**src/rtl/keccak_pkg.sv**
```systemverilog
// -----------------------------------------------------------------------------
// keccak_pkg
// Shared definitions for the Keccak round sequencer:
//   ROUND_IDX_W        width of the round index (5 bits covers 0..23)
//   KECCAK_ROUNDS_MAX  rounds of the full Keccak-f[1600] permutation
//   kstate_e           sequencer FSM states
//   first_round()      first round index used for a given round count
// -----------------------------------------------------------------------------
package keccak_pkg;

   localparam int ROUND_IDX_W       = 5;
   localparam int KECCAK_ROUNDS_MAX = 24;

   localparam logic [ROUND_IDX_W-1:0] LAST_ROUND_IDX = ROUND_IDX_W'(KECCAK_ROUNDS_MAX - 1);

   typedef enum logic [1:0] {
      IDLE = 2'd0,
      RUN  = 2'd1,
      DONE = 2'd2
   } kstate_e;

   // Reduced-round variants use the tail of the index range, so the last
   // round is always index 23 regardless of the round count.
   function automatic logic [ROUND_IDX_W-1:0] first_round(input int nr);
      return ROUND_IDX_W'(KECCAK_ROUNDS_MAX - nr);
   endfunction

endpackage

```
**src/rtl/keccak_round_counter.sv**
```systemverilog
// -----------------------------------------------------------------------------
// keccak_round_counter
// Round index register. Loads FIRST_ROUND, counts up on increment and flags
// the final round index.
// Ports:
//   i_clk   clock
//   i_rst   asynchronous active-high reset (counter returns to FIRST_ROUND)
//   i_load  reload FIRST_ROUND (wins over i_inc)
//   i_inc   advance the index by one
//   o_cnt   current round index
//   o_last  index is the final round (23)
// -----------------------------------------------------------------------------
module keccak_round_counter
   import keccak_pkg::*;
#(
   parameter logic [ROUND_IDX_W-1:0] FIRST_ROUND = '0
) (
   input  logic                   i_clk,
   input  logic                   i_rst,
   input  logic                   i_load,
   input  logic                   i_inc,
   output logic [ROUND_IDX_W-1:0] o_cnt,
   output logic                   o_last
);

   logic [ROUND_IDX_W-1:0] r_cnt;

   always_ff @(posedge i_clk or posedge i_rst) begin
      if (i_rst)       r_cnt <= FIRST_ROUND;
      else if (i_load) r_cnt <= FIRST_ROUND;
      else if (i_inc)  r_cnt <= r_cnt + 1'b1;
   end

   assign o_cnt  = r_cnt;
   assign o_last = (r_cnt == LAST_ROUND_IDX);

endmodule

```
**src/rtl/keccak_round_ctrl.sv**
```systemverilog
// -----------------------------------------------------------------------------
// keccak_round_ctrl
// Round sequencer for the iterative Keccak-p[1600,NUM_ROUNDS] core. Accepts a
// start request, steps the round index FIRST_ROUND..23 one per cycle, then
// holds a completion flag until the consumer accepts it.
// Parameters:
//   NUM_ROUNDS      rounds per permutation, 1..24
// Configuration:
//   KECCAK_ROUND_ABORT_EN  adds abort_i, which cancels a run in RUN or DONE
// Ports:
//   clk_i, rst_i    clock, asynchronous active-high reset
//   start_valid_i   start request    / start_ready_o  high in IDLE
//   round_en_o      datapath applies a round this cycle
//   round_number_o  round index for the round-constant lookup
//   first_round_o   first RUN cycle  / last_round_o   final RUN cycle
//   done_valid_o    result stable    / done_ready_i   consumer accepts it
//   abort_i         (optional) cancel the current permutation
//   busy_o          high in RUN or DONE
// All outputs decode registered state only; no input-to-output paths.
// -----------------------------------------------------------------------------
module keccak_round_ctrl
   import keccak_pkg::*;
#(
   parameter int NUM_ROUNDS = 24
) (
   input  logic                   clk_i,
   input  logic                   rst_i,
   input  logic                   start_valid_i,
   output logic                   start_ready_o,
   output logic                   round_en_o,
   output logic [ROUND_IDX_W-1:0] round_number_o,
   output logic                   first_round_o,
   output logic                   last_round_o,
   output logic                   done_valid_o,
   input  logic                   done_ready_i,
`ifdef KECCAK_ROUND_ABORT_EN
   input  logic                   abort_i,
`endif
   output logic                   busy_o
);

   if (NUM_ROUNDS < 1 || NUM_ROUNDS > KECCAK_ROUNDS_MAX) begin : g_bad_rounds
      $error("keccak_round_ctrl: NUM_ROUNDS must be within 1..24");
   end

   localparam logic [ROUND_IDX_W-1:0] FIRST_ROUND = first_round(NUM_ROUNDS);

   kstate_e                r_state;
   logic [ROUND_IDX_W-1:0] w_cnt;
   logic                   w_last;
   logic                   w_start;
   logic                   w_abort;
   logic                   w_load;
   logic                   w_inc;

`ifdef KECCAK_ROUND_ABORT_EN
   assign w_abort = abort_i & (r_state != IDLE);
`else
   assign w_abort = 1'b0;
`endif

   assign w_start = (r_state == IDLE) & start_valid_i;

   // Reload on acceptance, on the final round (so cnt sits at FIRST_ROUND
   // throughout DONE/IDLE) and on abort; otherwise count while running.
   assign w_load = w_start | w_abort | ((r_state == RUN) & w_last);
   assign w_inc  = (r_state == RUN) & ~w_last;

   keccak_round_counter #(
      .FIRST_ROUND (FIRST_ROUND)
   ) u_cnt (
      .i_clk  (clk_i),
      .i_rst  (rst_i),
      .i_load (w_load),
      .i_inc  (w_inc),
      .o_cnt  (w_cnt),
      .o_last (w_last)
   );

   always_ff @(posedge clk_i or posedge rst_i) begin
      if (rst_i) begin
         r_state <= IDLE;
      end else begin
         case (r_state)
            IDLE: if (start_valid_i) r_state <= RUN;
            RUN: begin
               if (w_abort)     r_state <= IDLE;
               else if (w_last) r_state <= DONE;
            end
            DONE: begin
               // A start seen here is dropped; acceptance needs IDLE first.
               if (w_abort || done_ready_i) r_state <= IDLE;
            end
            default: r_state <= IDLE;
         endcase
      end
   end

   assign start_ready_o  = (r_state == IDLE);
   assign round_en_o     = (r_state == RUN);
   assign round_number_o = w_cnt;
   assign first_round_o  = (r_state == RUN) & (w_cnt == FIRST_ROUND);
   assign last_round_o   = (r_state == RUN) & w_last;
   assign done_valid_o   = (r_state == DONE);
   assign busy_o         = (r_state == RUN) | (r_state == DONE);

endmodule

```
**config.mk**
```make
export PLATFORM = sky130hd
export DESIGN_NAME = keccak_round_ctrl
export DESIGN_NICKNAME = d
export VERILOG_FILES = /design/src/rtl/keccak_pkg.sv /design/src/rtl/keccak_round_counter.sv /design/src/rtl/keccak_round_ctrl.sv
export SDC_FILE = /design/constraint.sdc
export NUM_CORES = 1
export LEC_CHECK = 0
export ABC_AREA = 0
export CORE_AREA = 5 5 42 44
export CTS_BUF_LIST = sky130_fd_sc_hd__clkbuf_4 sky130_fd_sc_hd__clkbuf_8
export DETAILED_ROUTE_END_ITERATION = 10
export DIE_AREA = 0 0 47 49
export PLACE_DENSITY = 0.68
export SLEW_MARGIN = 20
export SYNTH_ARGS = -nofsm -noshare
export SYNTH_HDL_FRONTEND = slang
export SYNTH_SLANG_ARGS = --single-unit
```
**constraint.sdc**
```tcl
create_clock -name clk_i -period 1.75 [get_ports clk_i]
set_clock_uncertainty 0.05 [all_clocks]
set_input_delay 0.35 -clock clk_i [delete_from_list [all_inputs] [get_ports clk_i]]
set_output_delay 0.35 -clock clk_i [all_outputs]
set_load 0.1 [all_outputs]
```
==> Yosys cells after proc, flatten, opt, wreduce, memory -nomap -nowiden <==
Index checks and enable logic that the tools add are counted.
{ "classes": {"add_sub_neg": 1, "multipliers": 0, "div": 0, "magnitude_cmp": 0, "n_eq_ne": 6, "shifts": 0, "n_mux": 6, "bitwise": 7, "reduce_logical": 4} }
{ "ops": {"columns": ["op", "count"], "rows": [
  ["$mux W5", 2],
  ["$mux W2", 3],
  ["$pmux W2 S3", 1],
  ["$add A5 B1 Y5 const B", 1],
  ["$eq A5 B5 Y1 const B", 1],
  ["$logic_not A5 Y1", 1],
  ["$and A1 B1 Y1", 4],
  ["$ne A2 B1 Y1 const B", 2],
  ["$reduce_and A3 Y1", 1],
  ["$eq A2 B1 Y1 const B", 1],
  ["$eq A2 B2 Y1 const B", 1],
  ["$logic_not A2 Y1", 1],
  ["$ne A2 B2 Y1 const B", 1],
  ["$or A1 B1 Y1", 2],
  ["$reduce_bool A2 Y1", 1],
  ["$not A1 Y1", 1]
]} }
{ "totals": {"reg_bits": 7, "latch_bits": 0, "ramBits": 0, "rom_bits": 0, "output_inout_bits": 11, "mem_count": 0} }

==> Logic depth before layout (Yosys ltp) <==
Gate-level depths: netlist of run 1.
{ "logic_depth": {"word_depth": 5, "depth_mapped": 6, "depth_no_buf": 5} }

==> By module <==
From an unflattened synthesis of run 1, not the netlist that was laid out.
{ "hier_totals": {"cells_unflattened": 44, "area_unflattened_um2": 478.0} }
{ "modules_own_cells": {"columns": ["mod", "n_inst", "cells_each", "area_each_um2", "seq_area_each_um2"], "rows": [
  ["keccak_round_counter", 1, 24, 286.5, 125.1],
  ["keccak_round_ctrl", 1, 20, 191.4, 50.0]
]} }

==> Worst setup path after synthesis of run 1 <==
OpenSTA, ideal clock, no wires.
{ "synth_timing": {"kind": "reg-to-output", "startpoint": "register r_state[1]", "endpoint": "output port first_round_o", "t_arrival_ns": 4.427, "path_slack_ns": -3.077, "path_stages_with_launch": 6, "path_buffers": 1, "path_cell_list": "dfrtp_1 -> inv_1 -> ha_1 -> buf_4 -> nand2_1 -> nor4_1"} }
{ "synth_between": {"elab_chain_len": 2} }
{ "synth_lines": {"columns": ["item", "line_no", "source"], "rows": [
  ["start: declaration", "keccak_round_ctrl.sv:48", "kstate_e r_state;"],
  ["start signal: assignment", "keccak_round_ctrl.sv:82", "r_state <= IDLE;"],
  ["start signal: assignment", "keccak_round_ctrl.sv:85", "IDLE: if (start_valid_i) r_state <= RUN;"],
  ["start signal: assignment", "keccak_round_ctrl.sv:87", "if (w_abort) r_state <= IDLE;"],
  ["$eq A2 B1 Y1", null, null],
  ["net round_en_o", "keccak_round_ctrl.sv:30", "output logic round_en_o,"],
  ["$and A1 B1 Y1", "keccak_round_ctrl.sv:102", "assign first_round_o = (r_state == RUN) & (w_cnt == FIRST_ROUND);"],
  ["end: declaration", "keccak_round_ctrl.sv:32", "output logic first_round_o,"]
]} }
The timed path passes the listed nets, and every way through them passes these cells.

==> Worst setup path in the final report of run 1 <==
{ "layout_timing": {"startpoint": "register r_state[1]", "endpoint": "output port first_round_o"} }
{ "layout_between": {"elab_chain_len": 2} }
{ "layout_lines": {"columns": ["item", "line_no"], "rows": [
  ["$eq A2 B1 Y1", "keccak_round_ctrl.sv:102"],
  ["$and A1 B1 Y1", "keccak_round_ctrl.sv:102"]
]} }
Every way passes these cells.

==> results of run 1 <==
-- worst max-delay path, stage by stage, from the launching register on --
cell and delay, ns:
dfrtp_1 0.40, inv_2 0.10, ha_4 0.17, nand2_4 0.05, nor4_4 0.18, buf_12 0.21
-- final timing paths --
check | slack [ns] | from | end | cells after the start
worst max-delay path | -0.02 | r_state[1]$_DFFE_PP0P_ | first_round_o | 5
worst min-delay path | 0.28 | rst_i | u_cnt.o_cnt[3]$_DFFE_PP0P_ | 2
worst max register to register | 0.06 | r_state[0]$_DFFE_PP0P_ | r_state[0]$_DFFE_PP0P_ | 4
worst min register to register | 0.56 | r_state[0]$_DFFE_PP0P_ | r_state[0]$_DFFE_PP0P_ | 1
max in group asynchronous | 1.13 | rst_i | u_cnt.o_cnt[0]$_DFFE_PP0P_ | 2
min in group clk_i | 0.56 | r_state[0]$_DFFE_PP0P_ | r_state[0]$_DFFE_PP0P_ | 1
-- stage by stage --
stage	hold slack (ns)	TNS, ns	util [%]	cell area, µm²	std cells
5_1_grt	0.317	-0.199	65.6	920	93
3_5_place_dp	0.509	-0.0984	58.1	815	83
2_1_floorplan	0.103	-2.19	-	503	47
3_3_place_gp	0.492	-0.0224	58.1	815	83
4_1_cts	0.281	-0.0114	63.7	892	91
6_report	0.278	-0.0195	65.6	920	93
-- flip-flops by register name, indices dropped and copies added, names as in the netlist --
signal / flops
u_cnt.o_cnt: 5
r_state: 2
-- cell usage after synthesis (all sizes together) --
master and count:
dfrtp 7, inv 7, ha 6, nand2 4
nor2 3, a21oi 2, xor2 2, a21boi 1
a221o 1, a222oi 1, a31oi 1, buf 1
mux2 1, nand2b 1, nand3 1, nand4 1
nand4b 1, nor2b 1, nor4 1, o21a 1
o21ai 1, or3b 1, xnor2 1
-- per-layer routing --
layer	up-vias	GRT usage [%]	part of all wire, %	routed length [µm]
li1	221	-	-	-
met1	225	13.9	40	503
met2	13	19.5	55	693
met3	0	4.43	5.2	66
met4	0	2.76	0	0
met5	-	0	0	0
-- final cells by class --
class | count | area (µm²) | share of cell area, %
Timing Repair Buffer | 27 | 348 | 37.8
Multi-Input combinational cell | 32 | 315 | 34.3
Sequential cell | 7 | 180 | 19.6
Clock buffer | 4 | 30.0 | 3.27
Inverter | 7 | 26.3 | 2.86
Tap cell | 16 | 20.0 | 2.18
-- cell families (layout without fill, tap and decap cells) --
logic type	Yosys count	after routing	synth area share (%)
flops	7	7	38.8
buf+inv	8	38	7.48
simple gates	14	14	16.3
xor+xnor	3	3	5.82
compound gates	8	8	12.5
fa+ha+maj	6	6	16.6
mux	1	1	2.49
-- timing repair --
action / 4_1_cts / 5_1_grt
hold endpoints to repair: 0 / 0
buffers inserted: 4 / 2
pin swaps: 1 / 1
endpoints found under the setup margin: 2 / 5
resized for setup: 5 / 2
==> results.ini, run 1 <==
[status]
run_status = complete, but fails checks
violations = setup timing

[yosys]
syn_inst = 47
synth_area_um2 = 452
syn-num-nets = 57
synth_top_area_share_pct = 38.8
avgSynthCellArea_um2 = 9.61
synth_area_leaders = dfrtp_1 (39%), ha_1 (17%), inv_1 (5.8%)
ys_seq_elements = 7
yosys.area.top_type = dfrtp_1
yosys_warnings = 0
synth_cell_types = 23
seq_area_frac_synth_pct = 38.8

[routing]
route.antenna.remaining_nets = 0
via_per_inst = 4.94
vias = 459
drtIter0Drc = 14
first_pass_iters = 6
routed_wl_um = 1260
drc = 0
wire_per_inst_um = 13.6

[timing]
rsz0062_at_grt = yes
hold_violations = 0
worstMarginPinSlew_ns = 0.365
clock.fmax_mhz = 565
final.period_utilization_pct = 101
slew_headroom_pct = 75.7
worst_slack_ns = -0.0195
min_period_ns = 1.77
slew_viol_final = 0
finalSetupViolCount = 1

[layout]
post_route_cells_drive_above_1_share_pct = 55.8
syn_to_final_growth_pct = 104
filler_cell_count = 111
finish.net_count = 88
diodes = 0
final_cell_mix = buf_4 (13), buf_12 (11), inv_1 (4), clkbuf_4 (4), dfrtp_2 (4)
final_common_cell = buf_4

[floorplanning]
die_area_um2 = 2300
io_pins = 15
fp.dieW_um = 47
die_h_um = 49
core_area_um2 = 1400
initial_utilization_pct = 32.2
num_rows = 14

[critical_path]
cp_max_fo = 3
crit_arrival_ns = 1.37
end_kind = output port
cp.required_ns = 1.35
startpoint_type = flop
worstSetupPathType = flop to output port

[clock_network]
cts_tree = built
worstSkewPairLatency_ns = 0.25
cts_hold_repair.buffers = 0
cts_buffer_depth = 2
htree_levels = 1
numCtsBuffers = 3
cts_sinks = 7
cts_root_buf = clkbuf_4
clk_pin_slew_worst_paths_ns = 0.05

[global_routing]
grt_overflow = 0
grt_pass1_vias = 444
antenna_found_initial = 0
grt_pass1_wl_um = 1980
grt_usage_pct = 11.8
grt_max_degree = 9

[place]
gp_congestion = 0.722
pre_cts_ws_ns = -0.0984
hpwl_um = 967
place.port_buffers = 14

[flow_run]
maxCapViolCount = 0

[min_path]
hold_path_class = input port to async pin

Power of run 1 is not shown: default switching activity piles up to over one toggle a cycle in this logic, so the estimate is an artifact.
==> run 2, diff against run 1 <==
- CAP_MARGIN: unset -> 20
==> results of run 2 <==
The final DEF is identical to that of run 1; final timing and power are the same.
Power of run 2 is left out for the same reason.
